--- config.mk ---
export PLATFORM = sky130hd
export DESIGN_NAME = piso_tx
export DESIGN_NICKNAME = d
export VERILOG_FILES = /design/src/rtl/piso_pkg.sv /design/src/rtl/bit_cnt.sv /design/src/rtl/piso_tx.sv
export SDC_FILE = /design/constraint.sdc
export NUM_CORES = 1
export LEC_CHECK = 0
export BUFFER_PORTS_ARGS = -buffer_cell sky130_fd_sc_hd__clkbuf_2
export CORE_AREA = 3 3 40 42
export DETAILED_ROUTE_END_ITERATION = 16
export DIE_AREA = 0 0 43 45
export MAX_ROUTING_LAYER = met4
export PLACE_DENSITY = 0.57
export SETUP_SLACK_MARGIN = 0.1
export SLEW_MARGIN = 20
export SYNTH_ARGS = -nofsm -noshare
export SYNTH_HDL_FRONTEND = slang
export SYNTH_SLANG_ARGS = --single-unit
--- constraint.sdc ---
create_clock -name clk -period 1.6 [get_ports clk]
set_input_delay 0.32 -clock clk [delete_from_list [all_inputs] [get_ports clk]]
set_output_delay 0.32 -clock clk [all_outputs]
set_load 0.01 [all_outputs]
--- src/rtl/piso_pkg.sv ---
// piso_pkg: shared types, defaults and helpers for the serial transmit datapath
package piso_pkg;
  typedef enum logic {IDLE, SHIFT} state_t;
  localparam int WIDTH_DEF = 4;
  function automatic int cnt_width(input int w);
    return (w > 1) ? $clog2(w) : 1;
  endfunction
endpackage

--- src/rtl/bit_cnt.sv ---
// bit_cnt: loadable down-counter with a zero flag that never wraps below zero
module bit_cnt #(
  parameter int W = 2
) (
  input  logic         clk,
  input  logic         rst,
  input  logic         load_i,
  input  logic         dec_i,
  input  logic [W-1:0] val_i,
  output logic         zero_o
);
  logic [W-1:0] cnt_q, cnt_d;
  // load has priority; decrement is blocked at zero
  always_comb begin
    zero_o = cnt_q == '0;
    cnt_d  = load_i ? val_i : (dec_i && !zero_o) ? cnt_q - W'(1) : cnt_q;
  end
  // counter register
  always_ff @(posedge clk) begin
    if (rst) cnt_q <= '0;
    else     cnt_q <= cnt_d;
  end
endmodule

--- src/rtl/piso_tx.sv ---
// piso_tx: parallel-in serial-out transmitter with valid/ready load and valid/last stream
module piso_tx
  import piso_pkg::*;
#(
  parameter int WIDTH     = WIDTH_DEF,
  parameter bit MSB_FIRST = 1'b1
) (
  input  logic             clk,
  input  logic             rst,
  input  logic [WIDTH-1:0] D,
  input  logic             load_valid,
  output logic             load_ready,
  input  logic             shift_en,
  output logic             sout,
  output logic             sout_valid,
  output logic             sout_last,
  output logic             busy
);
  localparam int CW = cnt_width(WIDTH);
  state_t           state_q, state_d;
  logic [WIDTH-1:0] shreg_q, shreg_d;
  logic             zero, step, accept;
  // handshake, next state and serial outputs; shifting past the last bit leaves shreg at zero
  always_comb begin
    step       = state_q == SHIFT && shift_en;
    load_ready = !rst && (state_q == IDLE || (step && zero));
    accept     = load_valid && load_ready;
    state_d    = accept ? SHIFT : (step && zero) ? IDLE : state_q;
    shreg_d    = accept ? D : step ? (MSB_FIRST ? shreg_q << 1 : shreg_q >> 1) : shreg_q;
    sout_valid = state_q == SHIFT;
    sout       = sout_valid && (MSB_FIRST ? shreg_q[WIDTH-1] : shreg_q[0]);
    sout_last  = sout_valid && zero;
    busy       = sout_valid;
  end
  // state and shift register
  always_ff @(posedge clk) begin
    if (rst) begin
      state_q <= IDLE;
      shreg_q <= '0;
    end else begin
      state_q <= state_d;
      shreg_q <= shreg_d;
    end
  end
  bit_cnt #(.W(CW)) u_cnt (
    .clk    (clk),
    .rst    (rst),
    .load_i (accept),
    .dec_i  (step),
    .val_i  (CW'(WIDTH - 1)),
    .zero_o (zero)
  );
endmodule

-- After elaboration in Yosys (flattened, before gate mapping)
Cells that the tools add are included.
- register bits: 7
- output and inout bits: 5
- logic and storage cells: 25
- add/subtract/negate cells: 1
- mux-type cells: 6
- bitwise logic cells: 1
- reductions and logical operators: 14
- operators with widths (kind ; number):
    two-way mux 4 bit ; 2
    logical AND 1 bit ; 7
    nonzero test 2 bit ; 3
    two-way mux 2 bit ; 2
    zero test 1 bit ; 2
    zero test 2 bit ; 1
    two-way mux 1 bit ; 2
    subtractor 2 x 1 -> 2 bit, second input constant ; 1
    logical OR 1 bit ; 1
    inverter 1 bit ; 1

-- Longest topological paths before layout
- word-level depth: 6
- mapped depth: 5

-- Hierarchy
A second synthesis with hierarchy kept.
- cell total of the unflattened synthesis: 43
- area total of the unflattened synthesis: 384.1 µm²
- by module, submodules not included (module ; instances ; cells an instance ; area each (µm²) ; sequential area each (µm²)):
    piso_tx ; 1 ; 29 ; 257.7 ; 100.1
    bit_cnt ; 1 ; 14 ; 126.4 ; 40.0

-- Least setup slack after synthesis
OpenSTA, ideal clock, no wires.
- kind: register to output
- start: reg u_cnt.cnt_q[0]
- end: out load_ready
- arrival: 0.845 ns
- required time: 1.280 ns
- setup slack: 0.435 ns
- stages on the path, launching flop included: 5
- cells stage by stage: dfxtp_1 inv_1 ha_1 a21boi_1 nor2_1
- cells in the longest elaborated chain, start to end: 4
- ends and longest elaborated chain (element ; RTL line ; text):
    from (decl) ; bit_cnt.sv:12 ; logic [W-1:0] cnt_q, cnt_d;
    from (signal assigned) ; bit_cnt.sv:21 ; else cnt_q <= cnt_d;
    zero test 2 bit ; bit_cnt.sv:15 ; zero_o = cnt_q == '0;
    logical AND 1 bit ; piso_tx.sv:26 ; load_ready = !rst && (state_q == IDLE || (step && zero));
    logical OR 1 bit ; piso_tx.sv:26 ;
    logical AND 1 bit ; piso_tx.sv:26 ;
    to (decl) ; piso_tx.sv:12 ; output logic load_ready,
Every way passes these cells.

-- Worst setup path after layout
- start: reg u_cnt.cnt_q[1]
- end: out load_ready
The elaborated chain is that of the path after synthesis.

==> results.toml <==
[clocking]
cts_tree = "built"
numCtsBuffers = 3
clock_path_buffers = 2
clkLatencyLatePin_ns = 0.25
hold_buffers = 0
htreeDepth = 1
clock_sinks = 7
path_clk_slew_ns = 0.05
cts_root_buffer = "clkbuf_4"

[critical_path]
reg2reg_from = "u_cnt.cnt_q[1]$_SDFFE_PP0P_"
cp-start-kind = "register"
critical_path_arrival_ns = 1.14
timing.rr.end = "shreg_q[3]$_SDFFE_PP0P_"
ff2ff_path_depth = 6
crit_required_ns = 1.28
worstSetupEndpoint = "load_ready"
crit_path_end_kind = "primary output"
crit_start = "u_cnt.cnt_q[1]$_SDFFE_PP0P_"
cp_max_fo = 5
criticalPathCategory = "reg -> out"
reg2reg_setup_slack_ns = 0.33

[global_routing]
grt_pass1_vias = 345
overflow = 0
grt_first_pass_wirelength_um = 1400
antenna_found_initial = 0
grtUsageTotal_pct = 10.1
grt_max_degree = 13

[route]
wl_per_cell_um = 10.9
drt_iter0_drc = 16
drc = 0
firstDrtPassIters = 4
ant_nets = 0
num_vias = 369
drt_wl_total_um = 806
vias_per_cell = 4.99

[sta]
setup_tns_ns = 0
max_freq_ghz = 0.687
hold_viol_final = 0
hold_slack_ns = 0.358
fin_crit_sh_pct = 91.0
setup_slack_ns = 0.144
rsz0062_at_grt = "true"
skew_ns = 0.00196
tightest_slew_ns = 0.230
slew_violations = 0
slew_headroom_pct = 84.6
setup-violations-final = 0
min_period_ns = 1.46

[yosys]
ys_ff_latch = 7
ys.flop_type = "dfxtp_1"
synth_area_um2 = 402
syn_area_per_cell_um2 = 9.13
synth.yosys.seq_area_share_pct = 34.9
yosysWarnings = 0
synth_cell_type_count = 25
synth_nets = 53
synth_edf_count = 0
synthArstFlopShare_pct = 0
synth_cells = 44

[power_and_ir_drop]
p_seq_share_pct = 43.7
power_switching_w = 0.000128
p_clk_share_pct = 33.3
p_sw_share_pct = 27.1
p_int_w = 0.000345
power_frac_comb_pct = 22.9
cellLeakagePower_nw = 0.239
vdd_drop_max_v = 0.000280
p_per_area_nw_per_um2 = 901

[placement]
placed_area_um2 = 464
gp_congestion = 0.680
dp_cells = 68
hpwl_um = 612
port_buffers = 12
place_ws_ns = 0.262

[finish]
final_cells = 74
syn2layout_area_growth_pct = 30.8
antenna_cells = 0
nets = 69
drive_gt1_share_pct = 49.2
final_area_um2 = 526
most-common-layout-cells = "clkbuf_2, mux2i_1, nor2b_1, dfxtp_1"
final_common_cell = "clkbuf_2"

[floorplanning]
die-width_um = 43
coreArea_um2 = 1280
dieHeight_um = 45
row_count = 13
die_area_um2 = 1940
ioPinCount = 13
start_util_pct = 31.3

[hold_path]
hold_path_class = "in -> reg"

[run_status]
outcome = "finished clean"

[flow_run]
drv_cap = 0
[what timing repair did]
action | 4_1_cts | 5_1_grt
gates resized for setup | 4 | 5
setup endpoints to repair | 2 | 2
endpoints found under the hold margin | 0 | 0
setup buffers | 0 | 2
pin swaps | 0 | 3
[through the flow]
step	utilization, %	power [W]
floorplan	-	0.000273
global placement	36.1	0.000301
detailed placement	36.1	0.000301
CTS	39.5	0.000473
global route	40.9	0.000506
finish	40.9	0.000473
[critical path, cell delays in order (launching register included)]
cell	delay (ns)
dfxtp_2	0.34
inv_2	0.05
ha_4	0.16
a21boi_2	0.15
nor2_1	0.06
buf_2	0.13
[synth_stat cells, drive strengths merged, types with 2 or more instances]
master / count / area (um^2)
buf: 3 / 16.3
dfxtp: 7 / 140
and2: 2 / 15.0
mux2i: 4 / 40.0
a31oi: 2 / 12.5
inv: 2 / 7.51
nor2: 3 / 11.3
nand2: 2 / 17.5
a221oi: 3 / 26.3
nor2b: 4 / 25.0
[power by group through the flow]
stage / registers, W / clock network [W] / logic [W]
2_1_floorplan: 0.000205 / 0 / 0.0000671
3_3_place_gp: 0.000208 / 0 / 0.0000931
3_5_place_dp: 0.000209 / 0 / 0.0000918
4_1_cts: 0.000205 / 0.000166 / 0.000102
5_1_grt: 0.000210 / 0.000173 / 0.000122
6_report: 0.000207 / 0.000158 / 0.000109
[kinds of logic after synthesis]
logic type | after synthesis | synth area share [%]
muxes | 4 | 9.97
DFF | 7 | 34.9
AOI/OAI and AO/OA | 9 | 17.1
adders and majority gates | 1 | 3.11
buffers and inverters | 5 | 5.92
and+or+nand+nor | 18 | 29.0
[area by class of cell]
cell class                      count  area (um^2)
Multi-Input combinational cell     32          254
Inverter                            2         7.51
Sequential cell                     7          144
Fill cell                         139          759
Timing Repair Buffer               14         75.1
Clock buffer                        4         26.3
Tap cell                           15         18.8
[worst min path at each step]
stage / from / to / slack (ns) / cells after the start
5_1_grt: rst / shreg_q[0]$_SDFFE_PP0P_ / 0.37 / 2
2_1_floorplan: shreg_q[0]$_SDFFE_PP0P_ / shreg_q[0]$_SDFFE_PP0P_ / 0.48 / 2
3_5_place_dp: u_cnt.cnt_q[0]$_SDFFE_PP0P_ / u_cnt.cnt_q[0]$_SDFFE_PP0P_ / 0.52 / 2
6_report: rst / busy$_SDFFE_PP0P_ / 0.36 / 2
4_1_cts: rst / busy$_SDFFE_PP0P_ / 0.34 / 2
3_3_place_gp: shreg_q[0]$_SDFFE_PP0P_ / shreg_q[0]$_SDFFE_PP0P_ / 0.52 / 2
[state kept, by name, indices dropped and copies added (netlist names)]
name	flops
u_cnt.cnt_q	2
busy	1
shreg_q	4
[per-layer routing]
layer  up-vias  track usage [%]  share of wire [%]
li1        190                -                  -
met4         0             7.23                2.0
met3         2             3.59                6.8
met5         -                -                  0
met1       162             11.8                 48
met2        15             14.4                 44
(Power assumes the default switching activity.)
